<file path="src/rtl/button_events.sv">
// Multi-channel push-button classifier: 2-FF sync, debounce and a per-key
// FSM that reports SHORT / LONG / DOUBLE / REPEAT as one-cycle strobes.
`timescale 1ns/1ps
module button_events #(
    parameter int unsigned N_KEYS       = 4,
    parameter int unsigned CNT_W        = 28,
    parameter int unsigned DEBOUNCE_CYC = 1_000_000,
    parameter int unsigned LONG_CYC     = 50_000_000,
    parameter int unsigned DCLICK_CYC   = 15_000_000,
    parameter int unsigned REPEAT_CYC   = 10_000_000,
    parameter int unsigned REPEAT_EN    = 1
) (
    input  logic                  CLOCK_50,
    input  logic                  rst_n,
    input  logic [N_KEYS-1:0]     key,
    output logic [N_KEYS-1:0]     pressed,
    output logic [N_KEYS-1:0]     evt_valid,
    output logic [3*N_KEYS-1:0]   evt_code
);

    localparam logic [2:0] ST_IDLE   = 3'd0;
    localparam logic [2:0] ST_PRESS1 = 3'd1;
    localparam logic [2:0] ST_GAP    = 3'd2;
    localparam logic [2:0] ST_PRESS2 = 3'd3;
    localparam logic [2:0] ST_HOLD   = 3'd4;

    localparam logic [2:0] EV_NONE   = 3'd0;
    localparam logic [2:0] EV_SHORT  = 3'd1;
    localparam logic [2:0] EV_LONG   = 3'd2;
    localparam logic [2:0] EV_DOUBLE = 3'd3;
    localparam logic [2:0] EV_REPEAT = 3'd4;

    localparam logic [CNT_W-1:0] DEB_LIM    = CNT_W'(DEBOUNCE_CYC);
    localparam logic [CNT_W-1:0] LONG_LIM   = CNT_W'(LONG_CYC);
    localparam logic [CNT_W-1:0] DCLICK_LIM = CNT_W'(DCLICK_CYC);
    localparam logic [CNT_W-1:0] REP_LIM    = CNT_W'(REPEAT_CYC);
    localparam logic [CNT_W-1:0] CNT_MAX    = '1;

    // Saturating increment: counters stick at all-ones instead of wrapping.
    function automatic logic [CNT_W-1:0] sat_inc(input logic [CNT_W-1:0] v);
        return (v == CNT_MAX) ? v : v + CNT_W'(1);
    endfunction

    for (genvar g = 0; g < N_KEYS; g++) begin : g_ch
        logic             sync1, sync2;
        logic             level;
        logic [CNT_W-1:0] db_cnt;
        logic [CNT_W-1:0] db_inc_c;
        logic             differ_c, flip_c, press_c, release_c;

        logic [2:0]       state, state_nxt;
        logic [CNT_W-1:0] hold_cnt, hold_nxt, hold_inc_c;
        logic [CNT_W-1:0] gap_cnt, gap_nxt, gap_inc_c;
        logic [CNT_W-1:0] rep_cnt, rep_nxt, rep_inc_c;
        logic [2:0]       ev_nxt;
        logic             ev_valid_q;
        logic [2:0]       ev_code_q;

        // Debounced level flips on the cycle the mismatch count reaches the limit.
        assign differ_c  = (~sync2) != level;
        assign db_inc_c  = sat_inc(db_cnt);
        assign flip_c    = differ_c && (db_inc_c >= DEB_LIM);
        assign press_c   = flip_c && !level;
        assign release_c = flip_c && level;

        always_ff @(posedge CLOCK_50 or negedge rst_n) begin
            if (!rst_n) begin
                sync1  <= 1'b1;
                sync2  <= 1'b1;
                level  <= 1'b0;
                db_cnt <= '0;
            end else begin
                sync1 <= key[g];
                sync2 <= sync1;
                if (!differ_c || flip_c) begin
                    db_cnt <= '0;
                end else begin
                    db_cnt <= db_inc_c;
                end
                if (flip_c) begin
                    level <= ~level;
                end
            end
        end

        assign hold_inc_c = sat_inc(hold_cnt);
        assign gap_inc_c  = sat_inc(gap_cnt);
        assign rep_inc_c  = sat_inc(rep_cnt);

        // Classifier next-state and event decode.
        always_comb begin
            state_nxt = state;
            hold_nxt  = hold_cnt;
            gap_nxt   = gap_cnt;
            rep_nxt   = rep_cnt;
            ev_nxt    = EV_NONE;
            case (state)
                ST_IDLE: begin
                    if (press_c) begin
                        hold_nxt  = '0;
                        state_nxt = ST_PRESS1;
                    end
                end
                ST_PRESS1: begin
                    hold_nxt = hold_inc_c;
                    if (hold_inc_c == LONG_LIM) begin
                        ev_nxt    = EV_LONG;
                        rep_nxt   = '0;
                        state_nxt = release_c ? ST_IDLE : ST_HOLD;
                    end else if (release_c) begin
                        if (DCLICK_CYC == 0) begin
                            ev_nxt    = EV_SHORT;
                            state_nxt = ST_IDLE;
                        end else begin
                            gap_nxt   = '0;
                            state_nxt = ST_GAP;
                        end
                    end
                end
                ST_GAP: begin
                    gap_nxt = gap_inc_c;
                    if (press_c && (gap_cnt < DCLICK_LIM)) begin
                        state_nxt = ST_PRESS2;
                    end else if (gap_inc_c == DCLICK_LIM) begin
                        ev_nxt    = EV_SHORT;
                        state_nxt = ST_IDLE;
                    end
                end
                ST_PRESS2: begin
                    if (release_c) begin
                        ev_nxt    = EV_DOUBLE;
                        state_nxt = ST_IDLE;
                    end
                end
                ST_HOLD: begin
                    if (REPEAT_EN != 0) begin
                        rep_nxt = rep_inc_c;
                        if (rep_inc_c == REP_LIM) begin
                            ev_nxt  = EV_REPEAT;
                            rep_nxt = '0;
                        end
                    end
                    if (release_c) begin
                        state_nxt = ST_IDLE;
                    end
                end
                default: begin
                    state_nxt = ST_IDLE;
                end
            endcase
        end

        always_ff @(posedge CLOCK_50 or negedge rst_n) begin
            if (!rst_n) begin
                state      <= ST_IDLE;
                hold_cnt   <= '0;
                gap_cnt    <= '0;
                rep_cnt    <= '0;
                ev_valid_q <= 1'b0;
                ev_code_q  <= EV_NONE;
            end else begin
                state      <= state_nxt;
                hold_cnt   <= hold_nxt;
                gap_cnt    <= gap_nxt;
                rep_cnt    <= rep_nxt;
                ev_valid_q <= ev_nxt != EV_NONE;
                ev_code_q  <= ev_nxt;
            end
        end

        assign pressed[g]          = level;
        assign evt_valid[g]        = ev_valid_q;
        assign evt_code[3*g +: 3]  = ev_code_q;
    end

endmodule

</file>
<file path="config.mk">
export PLATFORM = sky130hd
export DESIGN_NAME = button_events
export DESIGN_NICKNAME = d
export VERILOG_FILES = /design/src/rtl/button_events.sv
export SDC_FILE = /design/constraint.sdc
export NUM_CORES = 1
export LEC_CHECK = 0
export CORE_MARGIN = 10
export CORE_UTILIZATION = 50
export DETAILED_ROUTE_END_ITERATION = 10
export GPL_TIMING_DRIVEN = 0
export PLACE_DENSITY = 0.66
export SLEW_MARGIN = 20
export SYNTH_ARGS = -nofsm -noshare
export SYNTH_HDL_FRONTEND = slang
export SYNTH_SLANG_ARGS = --single-unit
</file>
<file path="constraint.sdc">
create_clock -name CLOCK_50 -period 7.2 [get_ports CLOCK_50]
set_clock_uncertainty 0.05 [all_clocks]
set_input_delay 1.44 -clock CLOCK_50 [delete_from_list [all_inputs] [get_ports CLOCK_50]]
set_output_delay 1.44 -clock CLOCK_50 [all_outputs]
set_load 0.02 [all_outputs]
</file>
== Yosys cells after proc, flatten, opt, wreduce, memory -nomap -nowiden ==
Index checks and enable logic that the tools add are counted.

* Flip-flop bits (word level): 488
* Bits of input ports: 6
* Word-level logic and storage cells: 324

* Add/subtract/negate cells: 16
* $lt $le $gt $ge: 8
* Eq/ne operators: 76
* Mux-type cells: 108
* Bitwise gates (word level): 8
* Reductions and logical operators: 68

{| class="wikitable"
|+ Operators by type and width
! cell !! number
|-
| 28-bit 2-to-1 mux || 40
|-
| 28-bit one-hot mux with 2 select lines || 12
|-
| 28-bit by 1-bit adder with 28-bit output (second input constant) || 16
|-
| 28-bit equality test (second input constant) || 16
|-
| 28-bit by 24-bit equality test with 1-bit output (second input constant) || 8
|-
| 28-bit by 26-bit equality test with 1-bit output (second input constant) || 4
|-
| 28-bit by 20-bit >= comparator with 1-bit output (second input constant) || 4
|-
| 28-bit by 24-bit less-than comparator with 1-bit output (second input constant) || 4
|-
| 3-bit 2-to-1 mux || 32
|-
| 3-bit one-hot mux with 4 select lines || 8
|-
| 2-bit inequality test (second input constant) || 16
|-
| 3-bit by 2-bit equality test with 1-bit output (second input constant) || 8
|-
| 3-bit inequality test (second input constant) || 8
|-
| 2-bit nonzero test || 12
|-
| 1-bit logical AND || 16
|-
| 2-bit 2-to-1 mux || 8
|-
| 2-bit AND reduction || 8
|-
| 4-bit AND reduction || 4
|-
| 3-bit by 1-bit equality test with 1-bit output (second input constant) || 4
|-
| 3-bit equality test (second input constant) || 4
|-
| 3-bit zero test || 4
|-
| 3-bit AND reduction || 4
|-
| 3-bit nonzero test || 4
|-
| 1-bit zero test || 8
|-
| other kinds (6) || 32
|}

== Depth between registers and ports, before layout ==
Gate-level depths: netlist of run 1.

* Depth after elaboration: 9
* Gate-level depth with buffers: 16
* Gate-level depth less buffers: 11

== Worst setup path before layout of run 1 ==
Ideal clock, no wire load.

* Kind: register -> register
* Start point: register g_ch[0].db_cnt[0]
* End point: register g_ch[0].hold_cnt[1]
* Data arrival time: 3.223 ns
* Required time: 7.024 ns
* Slack: 3.801 ns
* Cell stages (with the launch flop): 14
* Cells stage by stage: dfrtp_1 -> ha_1 -> and3_1 -> and4_1 -> buf_6 -> and3_1 -> buf_2 -> or4_4 -> a22oi_1 -> nor4b_1 -> o21ai_2 -> nand2_2 -> a211o_1 -> a221o_1

* Cells in the longest elaborated chain, start to end: 7
* Elaborated cells on any way between the ends: 8
* Those cells by class: add/sub: 1; order compare: 1; eq/ne: 2; mux: 1; reduce/logical: 3

{| class="wikitable"
|+ Ends and longest elaborated chain
! element !! line !! source
|-
| start: declaration || 47 || <nowiki>logic [CNT_W-1:0] db_cnt;</nowiki>
|-
| start signal: assignment || 78 || <nowiki>db_cnt <= db_inc_c;</nowiki>
|-
| 28-bit by 1-bit adder with 28-bit output / 28-bit equality test (equally long branches) || 41 || <nowiki>return (v == CNT_MAX) ? v : v + CNT_W'(1);</nowiki>
|-
| 28-bit 2-to-1 mux * || 41 ||
|-
| 28-bit by 20-bit >= comparator with 1-bit output * || 62 || <nowiki>assign flip_c = differ_c && (db_inc_c >= DEB_LIM);</nowiki>
|-
| 1-bit logical AND * || 62 ||
|-
| 1-bit logical AND * || 63 || <nowiki>assign press_c = flip_c && !level;</nowiki>
|-
| 2-bit inequality test (no source line) * || -- ||
|-
| 2-bit AND reduction (no source line) * || -- ||
|-
| end signal: assignment || 163 || <nowiki>hold_cnt <= hold_nxt;</nowiki>
|-
| end: declaration || 52 || <nowiki>logic [CNT_W-1:0] hold_cnt, hold_nxt, hold_inc_c;</nowiki>
|}

Mark *: on every way between the ends. The rest lies on a longest branch, timed or not.
A chain may end at the register's enable or synchronous reset.

== Final worst setup path of run 1 ==
* Start point: register g_ch[1].hold_cnt[0]
* End point: register g_ch[1].gap_cnt[15]

* Cells in the longest elaborated chain, start to end: 5
* Elaborated cells on any way between the ends: 6
* Those cells by class: add/sub: 1; eq/ne: 3; mux: 1; reduce/logical: 1

{| class="wikitable"
|+ Ends and longest elaborated chain
! element !! line !! source
|-
| start: declaration || 52 ||
|-
| start signal: assignment || 163 ||
|-
| 28-bit by 1-bit adder with 28-bit output / 28-bit equality test (equally long branches) || 41 ||
|-
| 28-bit 2-to-1 mux * || 41 ||
|-
| 28-bit by 26-bit equality test with 1-bit output * || 106 || <nowiki>if (hold_inc_c == LONG_LIM) begin</nowiki>
|-
| 2-bit inequality test (no source line) * || -- ||
|-
| 3-bit AND reduction (no source line) * || -- ||
|-
| end signal: assignment || 164 || <nowiki>gap_cnt <= gap_nxt;</nowiki>
|-
| end: declaration || 53 || <nowiki>logic [CNT_W-1:0] gap_cnt, gap_nxt, gap_inc_c;</nowiki>
|}

Marks and branches as above.

==> summary.txt, run 1 <==
Run status
  • Status: finished clean

Power and ir drop
  • Max VDD drop: 0.212 mV
  • Power per standard cell area: 210 mW/mm^2
  • Leak pwr: 14.0 nW

Layout
  • ANT cells: 0
  • Commonest non-fill, non-tap cell in the layout: dfrtp_1
  • Leading cell types in the layout, fill and taps excluded: 480 x dfrtp_1, 400 x nor2_1, 366 x nand2_1
  • Final nets: 4119
  • Final core occ: 0.561
  • Non-Filler Instances: 5002
  • Synth-to-layout area growth: 11.1%
  • Layout cells sized above 1: 0.0760

Global route
  • Initial antenna violation count: 0
  • Largest net degree at the start of global routing: 94
  • Global-route wire length before repair: 145000 um
  • Global route total overflow: 0
  • Total GRT Usage: 0.223
  • Vias in the first global route: 28188

Run
  • Max Cap Viol: 0

Setup path
  • Startpoint types: flop
  • WP data arrival: 4.73 ns
  • Worst Path Max Fanout: 10
  • CP Class: reg -> reg
  • Endpoint class of the critical path: flop
  • Worst Path Required: 7.65 ns

Floorplanning
  • Std-Cell Rows: 93
  • Die W: 275 um
  • Core outline area: 0.0645 sq mm
  • Full die area: 0.0757 sq mm
  • IO Count: 26
  • Die height: 275 um
  • Initial Util: 0.505

Clocking
  • Setup bufs post-CTS: 0
  • Post-cts resize count: 0
  • Num CTS Buffers: 59
  • Hold_buf cts: 0
  • Reg clk slew, reported paths: 0.06 ns
  • CTS sink count: 488
  • TritonCTS clock tree: yes
  • Root buf cell: clkbuf_16
  • Maximum clock insertion buffer count: 3
  • Htree depth: 2
  • Clk_lat worst skew: 0.63 ns

Timing
  • Final worst path period need: 4.27 ns
  • Period utilization: 0.593
  • Worst Slack Setup Final: 2.93 ns
  • Final setup fails: 0
  • RSZ-0062 raised after global routing: no
  • Slew @ Worst Pin: 1.18 ns
  • Max-slew headroom: 0.210
  • Hold Vio Cnt, Final: 0
  • Slew Limit Fails: 0
  • FMAX: 0.234 GHz

Drt
  • Routed vias: 30837
  • Pre-antenna DRT Iters: 7
  • Post-DRT Antenna Nets: 0
  • Starting DRC count in detailed routing: 2744
  • WL/cell: 17.1 um
  • Vias per cell: 6.16
  • # DRC: 0
  • Total detailed-routing wirelength: 85600 um

Logic synthesis
  • Register area share after synthesis: 0.375
  • Flops & latches, synth: 488
  • Syn_area_per_cell: 8.19 sq um
  • Yosys warning total: 0
  • Post-synth EDFFs: 0
  • Synth Flop Type: dfrtp_1
  • Yosys cell types: 111
  • Share of synthesized registers carrying an async set or reset: 1.00
  • Post-Syn Area: 0.0326 sq mm
  • Syn Inst Count: 3975

Placed design
  • Post-Place Cells: 4891
  • Port Buffers: 25
  • Half-perimeter wire length after placement: 60200 um
  • Post-place setup slack: 3.07 ns
  • Routability cong.: 0.928

Min path
  • Hold Crit Class: reg -> reg
-- logic make-up after synthesis --
group,after synthesis,share of synthesized area
DFF,488,0.375
muxes,55,0.0176
buffers and inverters,348,0.0462
adders and majority gates,16,0.00615
other,1,0.000115
and+or+nand+nor,1865,0.300
xor gates and xnor gates,172,0.0463
AOI/OAI and AO/OA,1030,0.208
-- worst paths after layout --
check                                                startpoint                               to  slack, ns  cells after the start
worst min register to register          g_ch[0].sync1$_DFF_PN1_          g_ch[0].sync2$_DFF_PN1_       0.30                      0
worst min-delay path                    g_ch[0].sync1$_DFF_PN1_          g_ch[0].sync2$_DFF_PN1_       0.30                      0
worst max-delay path            g_ch[1].hold_cnt[0]$_DFFE_PN0P_  g_ch[1].gap_cnt[15]$_DFFE_PN0P_       2.93                     13
max in group asynchronous                                 rst_n  g_ch[0].rep_cnt[10]$_DFFE_PN0P_       4.66                      4
worst max register to register  g_ch[1].hold_cnt[0]$_DFFE_PN0P_  g_ch[1].gap_cnt[15]$_DFFE_PN0P_       2.93                     13
min in group asynchronous                                 rst_n  g_ch[2].hold_cnt[4]$_DFFE_PN0P_       0.77                      1
-- power breakdown --
part / internal (mW) / switching [mW]
logic: 0.464 / 1.04
clock network: 1.89 / 1.20
registers: 2.87 / 0.132
total: 5.22 / 2.38
-- per-stage QoR --
| stage | cell area (sq um) | setup TNS, ns | hold slack, ns | power [mW] |
|---|---|---|---|---|
| after floorplan | 32700 | 0 | 0.295 | 4.02 |
| after global placement | 34000 | -8449.58 | 0.296 | 4.52 |
| after detailed placement | 34100 | 0 | 0.297 | 4.53 |
| after CTS | 36200 | 0 | 0.306 | 7.67 |
| after global routing | 36200 | 0 | 0.308 | 7.97 |
| final | 36200 | 0 | 0.304 | 7.59 |
-- state kept, by name, indices dropped and copies added, names as in the netlist --
name             count
g_ch.gap_cnt       112
g_ch.ev_valid_q      4
g_ch.state          12
g_ch.rep_cnt       112
g_ch.ev_code_q      12
g_ch.sync2           4
g_ch.level           4
g_ch.sync1           4
g_ch.hold_cnt      112
g_ch.db_cnt        112
-- final cells by class --
| type | instances | area (sq um) |
|---|---|---|
| plain buffers | 247 | 1120 |
| clock buffers | 87 | 1750 |
| clock inverters | 24 | 275 |
| fillers | 6032 | 28300 |
| inverters | 101 | 379 |
| multi-input cells | 3170 | 19000 |
| flip-flops and latches | 488 | 12200 |
| well taps | 855 | 1070 |
| repair buffers | 30 | 393 |
-- synth_stat cells (39+ instances only) --
| master | n | share of area |
|---|---|---|
| a21oi_1 | 186 | 0.029 |
| a31oi_1 | 134 | 0.026 |
| and2_1 | 59 | 0.011 |
| and3_1 | 106 | 0.020 |
| and4_1 | 61 | 0.016 |
| buf_2 | 58 | 0.0089 |
| clkbuf_1 | 156 | 0.018 |
| dfrtp_1 | 480 | 0.37 |
| inv_1 | 100 | 0.012 |
| mux2i_1 | 39 | 0.012 |
| nand2_1 | 366 | 0.042 |
| nand3_1 | 266 | 0.041 |
| nand4_1 | 168 | 0.032 |
| nor2_1 | 400 | 0.046 |
| nor3_1 | 154 | 0.024 |
| nor4_1 | 70 | 0.013 |
| o21ai_0 | 289 | 0.044 |
| o31ai_1 | 57 | 0.013 |
| xnor2_1 | 114 | 0.031 |
| xor2_1 | 58 | 0.016 |
-- routing by layer --
| metal | routed length, um | track usage | up-vias | part of all wire |
|---|---|---|---|---|
| met5 | 0 | 0 | - | 0 |
| met4 | 2010 | 0.0649 | 0 | 0.023 |
| met2 | 38500 | 0.348 | 816 | 0.45 |
| met1 | 40800 | 0.322 | 14803 | 0.48 |
| li1 | - | - | 15087 | - |
| met3 | 4280 | 0.0273 | 131 | 0.050 |
-- worst max-delay path: stages (launching register included) --
cell and delay (ns):
dfrtp_1 0.45, ha_1 0.28, and3_1 0.17, buf_2 0.16
nand3_2 0.11, buf_2 0.21, nor3_1 0.56, a2bb2oi_1 0.17
a221o_1 0.35, nor4_2 0.40, nor2_1 0.20, a21oi_1 0.76
o21ai_0 0.20, o41ai_1 0.10
Power figures use the tool's default switching activity.
==> run 2: changes to the inputs <==
- PLACE_DENSITY: 0.66 -> 0.68
- clock period: 7.2 -> 3.5 ns (I/O delays scaled with it)
==> run 2 against run 1 <==
Non-clock buffer count rose by 121. First-iteration DRC count increased by 5.5%. Maximum frequency grew 23%. Routed wire length rose by 4.0%. Combinational power rose by 130%. Via count rose by 2.9%. Clock-buffer cell count is 9 lower. Final cell count increased by 2.4%. Flip-flop and latch count stayed put. Critical endpoint is now g_ch[0].state[1]$_DFFE_PN0P_. Utilization up 4.2 points.
==> summary.txt, run 2 (synthesis gave the netlist of run 1 again) <==
Power and ir drop
  • Clock power frac: 0.396 (-0.011)
  • Leak pwr: 15.3 nW (+9.4%)
  • Max VDD drop: 0.380 mV (+80%)
  • P_int: 10.9 mW (+110%)
  • Combinational share of power: 0.218 (+0.019)
  • Switching share of power: 0.317 (+0.00421)
  • Sw Pwr: 5.08 mW (+110%)
  • Power per standard cell area: 412 mW/mm^2 (+96%)
  • Reg power frac: 0.386 (-0.009)

Setup path
  • Startpoint types: flop
  • Crit path depth: 10 (-3)
  • Crit-path cells: nand3_1 > or4_1 > a31o_2 > or4_1 > o31a_1 > a21oi_1 > nand4_1 > nor4_4 > a311oi_1 > o21ba_2
  • CP Launch Point: g_ch[0].gap_cnt[7]$_DFFE_PN0P_
  • Worst Path Required: 3.96 ns (-3.69 ns)
  • Slowest cell on the critical path: or4_1
  • Endpoint class of the critical path: flop
  • R2r setup slk: 0.04 ns (-2.89 ns)
  • Top delay family on crit path: simple AND/OR/NAND/NOR gates
  • CP Class: reg -> reg
  • Crit path to: g_ch[0].state[1]$_DFFE_PN0P_
  • Buffers and inverters on the worst path: 0 (-2)
  • WP data arrival: 3.92 ns (-0.81 ns)
  • Worst path max stage delay: 0.64 ns (-0.12 ns)
  • Reg2reg end: g_ch[0].state[1]$_DFFE_PN0P_
  • Worst Path Max Fanout: 8 (-2)
  • CP dominant cell by count: or4_1
  • R2r worst-path depth: 10 (-3)
  • Reg2reg start: g_ch[0].gap_cnt[7]$_DFFE_PN0P_

Min path
  • Hold Crit Class: reg -> reg

Drt
  • WL/cell: 17.4 um (+1.6%)
  • Starting DRC count in detailed routing: 2896 (+5.5%)
  • Total detailed-routing wirelength: 89000 um (+4.0%)
  • Post-DRT Antenna Nets: 0 (unchanged)
  • Pre-antenna DRT Iters: 6 (-1)
  • Vias per cell: 6.20 (+0.49%)
  • # DRC: 0 (unchanged)
  • Routed vias: 31720 (+2.9%)

Timing
  • Hold Vio Cnt, Final: 0 (unchanged)
  • Period utilization: 0.989 (+0.395)
  • Final setup fails: 0 (unchanged)
  • RSZ-0062 raised after global routing: yes
  • Final worst path period need: 3.46 ns (-0.812 ns)
  • Slew @ Worst Pin: 1.13 ns (-0.0428 ns)
  • Max-slew headroom: 0.238 (+0.0288)
  • FMAX: 0.289 GHz (+23%)
  • Slew Limit Fails: 0 (unchanged)

Clocking
  • Num CTS Buffers: 57 (-3.4%)
  • Reg clk slew, reported paths: 0.06 ns (about the same)
  • Htree depth: 2 (unchanged)
  • TritonCTS clock tree: yes
  • CTS sink count: 488 (unchanged)
  • Maximum clock insertion buffer count: 3 (unchanged)
  • Root buf cell: clkbuf_16
  • Clk_lat worst skew: 0.62 ns (about the same)

Layout
  • Final nets: 4239 (+2.9%)
  • Leading cell types in the layout, fill and taps excluded: 448 x dfrtp_1, 391 x nor2_1, 357 x nand2_1
  • Layout cells sized above 1: 0.160 (+0.0842)
  • Commonest non-fill, non-tap cell in the layout: dfrtp_1
  • Final core occ: 0.603 (+0.0417)
  • ANT cells: 0 (unchanged)
  • Design Area, Final: 0.0389 sq mm (+7.4%)
  • Synth-to-layout area growth: 19.4%

Placed design
  • Cell Area, Placed: 0.0342 sq mm (about the same)
  • Half-perimeter wire length after placement: 59800 um (-0.63%)
  • Routability cong.: 0.929 (+0.11%)
  • Port Buffers: 25 (unchanged)

Floorplanning
  • Core outline area: 0.0645 sq mm (unchanged)
  • Die height: 275 um (unchanged)
  • IO Count: 26 (unchanged)
  • Die W: 275 um (unchanged)
  • Initial Util: 0.505 (unchanged)
  • Std-Cell Rows: 93 (unchanged)
  • Full die area: 0.0757 sq mm (unchanged)

Global route
  • Initial antenna violation count: 0 (unchanged)
  • Global-route wire length before repair: 146000 um (+0.70%)
  • Global route total overflow: 0 (unchanged)
  • Vias in the first global route: 28849 (+2.3%)
  • Total GRT Usage: 0.224 (+0.000636)
  • Largest net degree at the start of global routing: 95 (+1.1%)

Run
  • Max Cap Viol: 0 (unchanged)

Run status
  • Status: finished clean
==> run 2: cell count changes in the layout (fill, tap and decap cells not counted), moves of 24 or more <==
cell      previous run  this run
nor4_4               4        31
clkbuf_1           169       115
dfrtp_2              0        32
nor4_1              69        45
buf_4               17       172
dfrtp_1            480       448
==> run 2: routing by layer <==
| metal | track usage | part of all wire | vias up |
|---|---|---|---|
| met5 | 0 | 0 | - |
| met4 | 0.0584 | 0.021 | 0 |
| met3 | 0.0250 | 0.053 | 150 |
| met2 | 0.360 | 0.46 | 955 |
| met1 | 0.317 | 0.46 | 15258 |
| li1 | - | - | 15357 |
==> run 2: final cells by class <==
type	count	area, sq um
Clock inverter	29	370
Tap cell	855	1070
Inverter	101	379
Sequential cell	488	12300
Multi-Input combinational cell	3171	20400
Buffer	208	1120
Clock buffer	78	1640
Fill cell	5702	25600
Timing Repair Buffer	190	1620
==> run 2: power by group through the flow <==
stage	combinational, mW	sequential (mW)	clock [mW]
floorplan	2.07	6.20	0
global placement	3.03	6.27	0
detailed placement	3.08	6.25	0
CTS	3.29	6.16	6.49
global route	3.79	6.23	6.73
finish	3.49	6.19	6.35
==> run 2: worst min path at each step <==
stage | startpoint | end | slack [ns] | cells past startpoint
after floorplan | g_ch[0].sync1$_DFF_PN1_ | g_ch[0].sync2$_DFF_PN1_ | 0.30 | 0
after global placement | g_ch[1].sync1$_DFF_PN1_ | g_ch[1].sync2$_DFF_PN1_ | 0.30 | 0
after detailed placement | g_ch[2].sync1$_DFF_PN1_ | g_ch[2].sync2$_DFF_PN1_ | 0.30 | 0
after CTS | g_ch[2].sync1$_DFF_PN1_ | g_ch[2].sync2$_DFF_PN1_ | 0.31 | 0
after global routing | g_ch[3].sync1$_DFF_PN1_ | g_ch[3].sync2$_DFF_PN1_ | 0.31 | 0
final | g_ch[1].sync1$_DFF_PN1_ | g_ch[1].sync2$_DFF_PN1_ | 0.31 | 0
==> run 2: stage by stage <==
| step | power (mW) | setup slack [ns] | TNS (ns) | cells | hold WS [ns] |
|---|---|---|---|---|---|
| CTS | 15.9 | 0.00349 | 0 | 5040 | 0.309 |
| finish | 16.0 | 0.0393 | 0 | 5120 | 0.308 |
| detailed placement | 9.33 | -0.705 | -129.47 | 4892 | 0.300 |
| global route | 16.7 | -0.0216 | -0.266 | 5120 | 0.311 |
| floorplan | 8.27 | 0.101 | 0 | 4006 | 0.295 |
| global placement | 9.30 | -20.41 | -9998.39 | 4886 | 0.295 |
==> run 2: timing repair <==
| action | CTS | global route |
|---|---|---|
| gates resized for setup | 144 | 232 |
| pin swaps | 41 | 71 |
| hold buffers | 1 | 0 |
| buffers inserted | 49 | 104 |
| setup endpoints to repair | 391 | 380 |
| gates cloned | 2 | 4 |
| endpoints found under the hold margin | 49 | 0 |
